==> config.mk <==
export PLATFORM = sky130hd
export DESIGN_NAME = pc_unit
export DESIGN_NICKNAME = d
export VERILOG_FILES = /design/src/rtl/pc_pkg.sv /design/src/rtl/pc_ras_stack.sv /design/src/rtl/pc_unit.sv
export SDC_FILE = /design/constraint.sdc
export NUM_CORES = 1
export LEC_CHECK = 0
export CORE_ASPECT_RATIO = 0.6
export CORE_UTILIZATION = 44
export CTS_CLUSTER_SIZE = 24
export DETAILED_ROUTE_END_ITERATION = 10
export PLACE_DENSITY = 0.82
export RECOVER_POWER = 50
export SLEW_MARGIN = 40
export SYNTH_ARGS = -nofsm -noshare
export SYNTH_HDL_FRONTEND = slang
export SYNTH_SLANG_ARGS = --single-unit
==> constraint.sdc <==
create_clock -name clock -period 2.2 [get_ports clock]
set_input_delay 0.66 -clock clock [delete_from_list [all_inputs] [get_ports clock]]
set_output_delay 0.66 -clock clock [all_outputs]
set_load 0.05 [all_outputs]
==> src/rtl/pc_pkg.sv <==
// pc_pkg: shared defaults and the decoded per-cycle PC operation for pc_unit.
package pc_pkg;
   localparam int DEF_ADDR_WIDTH = 24;
   localparam logic [DEF_ADDR_WIDTH-1:0] DEF_RESET_VECTOR = '0;
   typedef enum logic [2:0] {OP_KEEP, OP_INC, OP_LOAD, OP_CALL, OP_RET} pc_op_t;
endpackage

==> src/rtl/pc_ras_stack.sv <==
// pc_ras_stack: saturating LIFO of return addresses; push ignored when full, pop ignored when empty.
module pc_ras_stack #(
   parameter int WIDTH = 24,
   parameter int DEPTH = 4,
   localparam int CW = $clog2(DEPTH + 1),
   localparam int IW = $clog2(DEPTH)
) (
   input  logic             clock,
   input  logic             reset,
   input  logic             push,
   input  logic             pop,
   input  logic [WIDTH-1:0] pushData,
   output logic [WIDTH-1:0] topData,
   output logic [CW-1:0]    count,
   output logic             full,
   output logic             empty
);
   logic [WIDTH-1:0] mem [DEPTH];
   assign full = count == CW'(DEPTH);
   assign empty = count == '0;
   assign topData = mem[IW'(count - CW'(1))];
   always_ff @(posedge clock) begin
      if (reset) count <= '0;
      else if (push && !full) count <= count + CW'(1);
      else if (pop && !empty) count <= count - CW'(1);
   end
   // contents need no reset; only the count defines validity
   always_ff @(posedge clock) begin
      if (!reset && push && !full) mem[IW'(count)] <= pushData;
   end
endmodule

==> src/rtl/pc_unit.sv <==
// pc_unit: program counter with increment, branch, call/return via RAS, hold and sticky stack errors.
// The return-address stack and error flags exist only when PC_UNIT_RAS_EN is defined.
module pc_unit
   import pc_pkg::*;
#(
   parameter int ADDR_WIDTH = DEF_ADDR_WIDTH,
   parameter int INC_STEP = 1,
   parameter logic [ADDR_WIDTH-1:0] RESET_VECTOR = ADDR_WIDTH'(DEF_RESET_VECTOR),
   parameter int RAS_DEPTH = 4
) (
   input  logic                           clock,
   input  logic                           reset,
   input  logic                           pc_hold,
   input  logic                           pc_inc_en,
   input  logic                           pc_load_en,
   input  logic                           pc_call_en,
   input  logic                           pc_ret_en,
   input  logic                           err_clr,
   input  logic [ADDR_WIDTH-1:0]          pc_data_in,
   output logic [ADDR_WIDTH-1:0]          pc_out,
   output logic [$clog2(RAS_DEPTH+1)-1:0] ras_count,
   output logic                           ras_full,
   output logic                           ras_empty,
   output logic                           err_ovf,
   output logic                           err_unf
);
   pc_op_t op;
   logic [ADDR_WIDTH-1:0] pcInc, nextPc, rasTop;
   assign pcInc = pc_out + ADDR_WIDTH'(INC_STEP);
   always_comb op = pc_hold ? OP_KEEP : pc_load_en ? OP_LOAD : pc_ret_en ? OP_RET :
                    pc_call_en ? OP_CALL : pc_inc_en ? OP_INC : OP_KEEP;
`ifdef PC_UNIT_RAS_EN
   pc_ras_stack #(.WIDTH(ADDR_WIDTH), .DEPTH(RAS_DEPTH)) rasStack (
      .clock    (clock),
      .reset    (reset),
      .push     (op == OP_CALL),
      .pop      (op == OP_RET),
      .pushData (pcInc),
      .topData  (rasTop),
      .count    (ras_count),
      .full     (ras_full),
      .empty    (ras_empty)
   );
   // a new error in the same cycle as err_clr must win
   always_ff @(posedge clock) begin
      if (reset) begin
         err_ovf <= 1'b0;
         err_unf <= 1'b0;
      end else begin
         err_ovf <= (op == OP_CALL && ras_full) || (err_ovf && !err_clr);
         err_unf <= (op == OP_RET && ras_empty) || (err_unf && !err_clr);
      end
   end
`else
   logic unusedClr;
   assign unusedClr = err_clr;
   assign rasTop = pcInc;
   assign ras_count = '0;
   assign ras_full = 1'b0;
   assign ras_empty = 1'b1;
   assign err_ovf = 1'b0;
   assign err_unf = 1'b0;
`endif
   always_comb nextPc = (op == OP_LOAD || op == OP_CALL) ? pc_data_in :
                        op == OP_RET ? (ras_empty ? pcInc : rasTop) :
                        op == OP_INC ? pcInc : pc_out;
   always_ff @(posedge clock) pc_out <= reset ? RESET_VECTOR : nextPc;
endmodule

==> impl_table.tex <==
\begin{tabular}{lr}
\hline
Metric & Value \\
\hline
\multicolumn{2}{l}{\textbf{STA}} \\
Final Slew Violations & 0 \\
Final Critical Period & $\sim$2.2 ns \\
Final setup violation count & 0 \\
Worst Tran Pin Value & roughly 0.63 ns \\
Peak Freq & 0.464 GHz \\
Setup TNS & 0 ns \\
Clk\_skew & between 0.004 and 0.005 ns \\
Remaining max-slew budget at the tightest pin & around three fifths \\
Share of the clock period used by the worst path after layout & between 90\% and 100\% \\
Final hold viol count & 0 \\
\multicolumn{2}{l}{\textbf{Worst setup path}} \\
Master of the slowest instance on the critical path & clkdlybuf4s50\_1 \\
Cell type group with the largest total delay on the critical path & buffers and inverters \\
Nature of the critical path startpoint & flip-flop \\
RR Startpoint & pc\_out[1] \\
Data required time at the worst endpoint & approximately 1.5 ns \\
Kind of capture point of the worst setup path & output port \\
Worst endpoint data arrival time & around 1.5 ns \\
Cell-by-cell trace of the critical path & clkdlybuf4s50\_1 \\
Source of the critical timing path & pc\_out[1] \\
Worst r2r dst & pc\_out[14] \\
R2r setup slk & 0.16 ns \\
Largest stage delay on the critical path & just over 0.8 ns \\
Crit-path max FO & 6 \\
Critical path buffers and inverters & 1 \\
Kind of critical path & reg -> out \\
Length in cells of the worst reg-to-reg path & 7 \\
\multicolumn{2}{l}{\textbf{CTS}} \\
Total clock sinks & 24 \\
TritonCTS clock tree & yes \\
Clock transition time at the flip-flop clock pins of the worst setup and hold paths & about 0.10 ns \\
Clock latency at the later pin of the worst-skew pair & between 0.2 and 0.3 ns \\
Number of buffers inserted during clock tree synthesis & 3 \\
Root buffer cell & clkbuf\_8 \\
Number of setup buffers added after CTS & 0 \\
Deepest level of the CTS H-tree & 1 \\
Clock Path Buffers & 2 \\
\multicolumn{2}{l}{\textbf{Worst hold path}} \\
Path type of the worst min-delay path & reg -> reg \\
Critical hold path startpoint & pc\_out[8] \\
Hold Path Stages & 2 \\
Min-Delay Endpoint & pc\_out[8] \\
\multicolumn{2}{l}{\textbf{GRT}} \\
Initial antenna violation count & 0 \\
All-layer global routing usage & between 20\% and 30\% \\
Largest net degree at the start of global routing & 18 \\
Wire length of the first global-routing pass & around 8.5 mm \\
Met2 routing resource usage after global routing & 40.2\% \\
Number of global-route vias before repair & 1756 \\
Met1 track utilization from global routing & between 40\% and 50\% \\
Aggregate global routing overflow & 0 \\
Most Crowded Layer GR & met1 \\
Met3 layer usage reported by global route & 6.36\% \\
\multicolumn{2}{l}{\textbf{Floorplanning}} \\
Initial core utilization & 47.8\% \\
Die outline width & $\sim$80 µm \\
Die ar. & around 0.0039 mm² \\
Core area & 0.00336 mm² \\
IO Count & 63 \\
Row Count & 16 \\
Die Ht & 48.8 µm \\
\multicolumn{2}{l}{\textbf{Logic synthesis}} \\
Post-synth top area cell & dfxtp\_1 \\
Number of warnings issued by yosys & 0 \\
Number of enable flip-flop cells after synthesis & 0 \\
Sequential fraction of the synthesis area & between 20\% and 30\% \\
Post-Syn Area & around 0.0016 mm² \\
Distinct cell type count of the synthesized netlist & slightly below 50 \\
Synth Register Bits & 24 \\
Synth top area share & 29.9\% \\
Top area cells in the synthesized netlist & dfxtp\_1, nor3\_1, o21ai\_0, nor2\_1, a21oi\_1 \\
Post-synthesis async set-or-reset flop share & 0\% \\
Post-Syn Instances & approximately 220 \\
Ys flop type & dfxtp\_1 \\
Post-synthesis area per instance & $\sim$7.4 µm² \\
\multicolumn{2}{l}{\textbf{Final layout}} \\
Leading registers by flop count & pc\_out: 24 flops \\
Most frequent standard cell in the layout excluding fill and tap cells & clkdlybuf4s50\_1 \\
Ant diodes & 0 \\
Register with the most flip-flops & pc\_out \\
Ratio of cells with drive above 1 in the final layout & 15.5\% \\
Max FFs per register & 24 \\
Commonest cells after routing, fill and taps aside & clkdlybuf4s50\_1, buf\_4, nor2\_1, dfxtp\_1, clkbuf\_1 \\
Number of nets in the layout & approximately 330 \\
Syn-to-layout area delta & 43.4\% \\
\multicolumn{2}{l}{\textbf{Power}} \\
Total design power & approximately 1.3 mW \\
Leakage & roughly 0.84 nW \\
Peak supply drop & 0.368 mV \\
Power per Cell Area & 576 mW/mm² \\
\multicolumn{2}{l}{\textbf{Routing}} \\
Post-detailed-route via-to-cell ratio & about 5.9 \\
Mean routed wirelength per cell & 15.9 µm \\
WL final & approximately 5.4 mm \\
Vias post-DR & 1991 \\
Starting DRC count in detailed routing & roughly 240 \\
Antenna viol nets, final & 0 \\
Count of unresolved DRC violations after routing & 0 \\
Iteration count of the initial detailed-routing pass & 5 \\
\multicolumn{2}{l}{\textbf{Placed design}} \\
RePlAce Congestion & 0.907 \\
Final HPWL from detailed placement & approximately 3.9 mm \\
Number of buffer cells added on primary ports & 54 \\
\multicolumn{2}{l}{\textbf{Job}} \\
Maximum capacitance violations & 0 \\
\multicolumn{2}{l}{\textbf{Status}} \\
Outcome & completed \\
\hline
\end{tabular}
-- cells in the mapped netlist (7+ instances only) --
master / n
a21oi_1: 12
dfxtp_1: 24
nand3_1: 12
buf_4: 7
nor3_1: 18
nor2_1: 23
clkbuf_1: 10
o21ai_0: 18
nand2_1: 14
-- layer usage --
layer | share of wire, % | vias to the layer above
met4 | 1.2 | 0
met2 | 40 | 137
li1 | - | 951
met3 | 11 | 10
met5 | 0 | -
met1 | 47 | 893
-- worst max-delay path by stage --
stage | endpoint | slack (ns) | cells past startpoint
after global routing | pc_out[16] | -0.007 | 6
final | pc_out[1] | 0.05 | 1
after global placement | pc_out[16] | -0.14 | 6
after CTS | pc_out[1] | 0.05 | 1
after detailed placement | pc_out[16] | -0.16 | 6
after floorplan | pc_out[20] | 0.04 | 4
-- what timing repair did --
action | CTS | global route
hold buffers | 0 | 0
endpoints found under the setup margin | 0 | 6
gates resized for setup | 0 | 3
-- kinds of logic after synthesis --
logic type                 Yosys count  share of synthesized area (%)
and+or+nand+nor                     98                           32.2
other                                2                          0.467
DFF                                 24                           29.9
xor gates and xnor gates             4                           2.18
adders and majority gates            1                          0.779
AOI/OAI and AO/OA                   65                           26.4
buffers and inverters               22                           6.85
muxes                                2                           1.25
-- layout make-up --
cell class | count | area [µm²]
Timing Repair Buffer | 83 | 633
Clock inverter | 1 | 30.0
Tap cell | 45 | 56.3
Multi-Input combinational cell | 177 | 1050
Fill cell | 303 | 1060
Inverter | 3 | 11.3
Clock buffer | 3 | 41.3
Sequential cell | 24 | 483
-- metrics by stage --
| stage | instances | setup WS (ns) | hold slack (ns) | area, µm² | util, % |
|---|---|---|---|---|---|
| floorplan | 223 | 0.0357 | 0.626 | 1630 | - |
| global placement | 332 | -0.140 | 0.524 | 2300 | 68.4 |
| detailed placement | 332 | -0.163 | 0.536 | 2300 | 68.4 |
| CTS | 336 | 0.0451 | 0.550 | 2370 | 70.5 |
| global route | 336 | -0.00697 | 0.605 | 2300 | 68.5 |
| finish | 336 | 0.0454 | 0.551 | 2300 | 68.5 |
-- power by group --
group          internal (mW)  switching [mW]
Combinational          0.153           0.260
Clock                  0.244           0.162
Sequential             0.466          0.0423
Total                  0.862           0.464
No activity file was read; power rests on OpenSTA's default activity.
==> RTL change 1 (config.mk and constraints unchanged) <==
The parameter `RAS_DEPTH` goes from 4 to 16.
--- a/src/rtl/pc_unit.sv
+++ b/src/rtl/pc_unit.sv
@@ -7,5 +7,5 @@
    parameter int INC_STEP = 1,
    parameter logic [ADDR_WIDTH-1:0] RESET_VECTOR = ADDR_WIDTH'(DEF_RESET_VECTOR),
-   parameter int RAS_DEPTH = 4
+   parameter int RAS_DEPTH = 16
 ) (
    input  logic                           clock,
Ports: changed (resized ras_count); port bits go from 63 to 65. No check against the original RTL was run, so the function may have changed too.
==> RTL change 1 against the unedited design <==
- die area is 0.90% higher
- sequential cell count unchanged
- clock power fell by 20%
- area after synthesis increased by 0.93%
- total power decreased by 5.8%
- cell area decreased by 0.98%
- first-iteration DRC count fell by 18%
- setup slack worse by 0.016 ns
- clock skew increased by 0.0017 ns
- routed wire length rose by 0.82%
- largest power group unchanged
- highest routed layer unchanged
==> RTL change 1: results (changes against the unedited design) <==
| Metric | Value |
|---|---|
| Slew of the pin with the lowest slew margin | 0.602 ns (-0.0298 ns) |
| Met3 usage | 0.0579 (-0.00561) |
| Seq/Total Area, Yosys | 0.296 (-0.00277) |
| DP HPWL | 4110 um (+4.3%) |
| Internal | 780 uW (-9.6%) |
| Vias in the first global route | 1722 (-1.9%) |
| Global-route usage over all layers | 0.282 (+0.000367) |
| M2 GR Usage | 0.393 (-0.00905) |
| FILL cells | 306 (+0.99%) |
| Hold Path Sink | pc_out[1]$_SDFFE_PP0P_ |
| Worst Skew | 0.00654 ns (+0.00175 ns) |
| FF-to-FF path depth | 7 (unchanged) |
| Post-Route WL | 5400 um (+0.82%) |
| Synthesized instance count | 220 (+0.92%) |
| Worst path slowest cell | clkdlybuf4s50_1 |
| Vias/cell | 5.86 (-1.1%) |
| Netlist cell types | 49 (unchanged) |
| Clock power frac | 0.258 (-0.048) |
| VDD IR max | 0.323 mV (-12%) |
| Hold_ws | 0.558 ns (+0.00657 ns) |
| Layout cell share with drive strength beyond 1 | 0.147 (-0.00738) |
| Layout Nets | 326 (+0.31%) |
| Hold wc startpoint | pc_out[1]$_SDFFE_PP0P_ |
| Grt met1 use | 0.438 (+0.00663) |
| DRT iter0 DRCs | 199 (-18%) |
| Post-place setup slack | -0.219 ns (-0.0563 ns) |
| Lkg Pwr | 0.839 nW (-0.38%) |
| Utilization after layout | 0.674 (-0.0107) |
| Largest cells by area after synthesis | dfxtp_1, nor3_1, o21ai_0 |
| Largest net degree at the start of global routing | 15 (-3) |
| Maximum buffer depth of the clock tree | 2 (unchanged) |
| First-pass GRT wire length | 8580 um (+1.4%) |
| Comb group | 417 uW (+1%) |
| R2r setup slk | 0.10 ns (-0.06 ns) |
| Status | finished clean |
| Net switching power | 471 uW (+1.4%) |
| Final Wtd Congestion | 0.896 (-1.2%) |
| Initial antenna violation count | 0 (unchanged) |
| CP arrival | 1.51 ns (+0.02 ns) |
| Final worst-path cycle share | 0.987 (+0.00739) |
## RTL change 1: cell count changes after synthesis, sizes merged
cell / before / now
buf: 9 / 11
## RTL change 1: logic make-up (layout without fill, tap and decap cells)
group | Yosys count | count (layout) | synth area share
flops | 24 | 24 | 0.296
other cells | 2 | 9 | 0.00463
mux | 2 | 2 | 0.0123
buf+inv | 24 | 89 | 0.0772
fa+ha+maj | 1 | 1 | 0.00771
simple gates | 98 | 98 | 0.319
compound gates | 65 | 65 | 0.262
xor+xnor | 4 | 4 | 0.0216
## RTL change 1: cell type report
class,count,share of cell area
inverter,3,0.00494
tap,45,0.0247
clock buffer,4,0.0241
multi-input combinational,179,0.460
timing repair buffer,82,0.274
sequential,24,0.212
## RTL change 1: repair_timing
item                                    CTS  global route
buffers inserted                          0             0
resized for setup                         0             4
endpoints found under the setup margin    0             2
hold buffers                              0             0
## RTL change 1: layer usage
metal  wire length [um]  share of wire
met5                  0              0
met4                 26         0.0048
met3                475          0.088
met2               2200           0.41
met1               2700           0.50
==> RTL change 2 (same flow settings) <==
Without the edit above. The option `PC_UNIT_RAS_EN` is turned on by a define.
--- a/src/rtl/pc_unit.sv
+++ b/src/rtl/pc_unit.sv
@@ -1,4 +1,6 @@
 // pc_unit: program counter with increment, branch, call/return via RAS, hold and sticky stack errors.
 // The return-address stack and error flags exist only when PC_UNIT_RAS_EN is defined.
+`define PC_UNIT_RAS_EN
+
 module pc_unit
    import pc_pkg::*;
Behaviour: not the same (Yosys sat finds a counterexample within 4 cycles, from zero or initial values and one cycle with reset high).
==> RTL change 2 against the unedited design <==
- synthesized cell count rose by 79%
- routed wire length increased to 2.9 times the old value
- sequential cell count up 101
- setup slack worse by 0.0015 ns
- area after synthesis grew to 3.5 times the old value
- cell area grew to 3.3 times the old value
- total power increased to 4.9 times the old value
- largest power group is now the clock network
==> RTL change 2: results (changes against the unedited design) <==
| Metric | Value |
|---|---|
| VDD IR max | 0.653 mV (+78%) |
| Netlist cell types | 58 (+18%) |
| Vias/cell | 5.98 (+0.99%) |
| Tot Pwr | 6.50 mW (+390%) |
| Largest net degree at the start of global routing | 19 (+1) |
| Worst Skew | 0.0115 ns (+0.00668 ns) |
| CP peak stage delay | 0.46 ns (-0.36 ns) |
| Grt met1 use | 0.336 (-0.0956) |
| Lkg Pwr | 2.77 nW (+230%) |
| Layout cell share with drive strength beyond 1 | 0.335 (+0.181) |
| CTS sink count | 125 (+420%) |
| Clk slew on worst S/H paths | 0.06 ns (-0.04 ns) |
| Multi-input combinational area share | 0.272 (-0.183) |
| Hold Path Stages | 2 (unchanged) |
| Vias in the first global route | 4053 (+130%) |
| Syn_area_per_cell | 14.4 um^2 (+96%) |
| FILL cells | 886 (+190%) |
| Metal-1 WL | 6680 um (+160%) |
| Global-route usage over all layers | 0.239 (-0.0425) |
| Critical Path Fanout Max | 10 (+4) |
| Clock buf count | 19 (+16) |
| I/O Buffers | 62 (+15%) |
| Clock root buffer | clkbuf_16 |
| CTS Buf Count | 17 (+14) |
| Net switching power | 1.56 mW (+240%) |
| Placed insts | 655 (+97%) |
| Seq. pwr | 2.66 mW (+420%) |
| DRT iter0 DRCs | 427 (+76%) |
| CP arrival | 2.47 ns (+0.98 ns) |
| EDFF count, synth | 96 (+96) |
| Commonest cells in the netlist | edfxtp_1, a21oi_1, dfxtp_1 |
| DP Area | 6890 um^2 (+200%) |
| FF-to-FF path depth | 6 (-1) |
| Clk_lat worst skew | 0.42 ns (+0.14 ns) |
| NonClk Buf Share | 0.149 (-0.126) |
| Met3 Wirelength | 1440 um (+140%) |
| Utilization after layout | 0.614 (-0.0710) |
| Num tapcells | 165 (+270%) |
| Status | finished clean |
| Non-clk bufs | 119 (+43%) |
| Multi-input gates | 236 (+33%) |
| Comb pwr share | 0.117 (-0.194) |
| Seq/Total Area, Yosys | 0.614 (+0.315) |
| Post-place setup slack | -0.391 ns (-0.228 ns) |
| Register area | 3470 um^2 (+620%) |
| Post-Route WL | 15400 um (+190%) |
| Rel. slew slack | 0.650 (+0.0691) |
| Signal inverters | 10 (+7) |
| Met3 usage | 0.0685 (+0.00498) |
| Cts repair resizes | 2 (+2) |
| Met2 routed WL | 7040 um (+230%) |
| Clock buf/inv share | 0.0859 (+0.0549) |
| Regs by FF count | rasStack.mem x96, pc_out x24, rasStack.count x3 |
| Top reg by flops | rasStack.mem |
| Final Wtd Congestion | 0.831 (-8.4%) |
| Wirelength per Cell | 22.4 um (+40%) |
RTL change 2: changes by cell type after synthesis, sizes merged, moves of 11 or more:
cell | unedited run | this run
nor3 | 18 | 5
o21ai | 18 | 6
a21oi | 12 | 30
edfxtp | 0 | 96
mux4 | 0 | 24
nand2 | 14 | 25
RTL change 2: worst paths after layout:
kind                                           endpoint  slack (ns)                            from
worst max register to register  pc_out[20]$_SDFFE_PP0P_        0.15  rasStack.count[0]$_SDFFE_PP0P_
worst min-delay path                 err_ovf$_SDFF_PP0_        0.51              err_ovf$_SDFF_PP0_
worst max-delay path             pc_out[0]$_SDFFE_PP0P_        0.04                         pc_hold
worst min register to register       err_ovf$_SDFF_PP0_        0.51              err_ovf$_SDFF_PP0_
RTL change 2: cell families (layout without fill, tap and decap cells):
group           count (synthesis)  in the layout  synth area share
mux                            25             25            0.0978
fa+ha+maj                       6              6            0.0133
flops                         125            125             0.614
xor+xnor                       21             21            0.0326
compound gates                 80             80             0.102
simple gates                  104            104             0.108
buf+inv                        30            161            0.0326
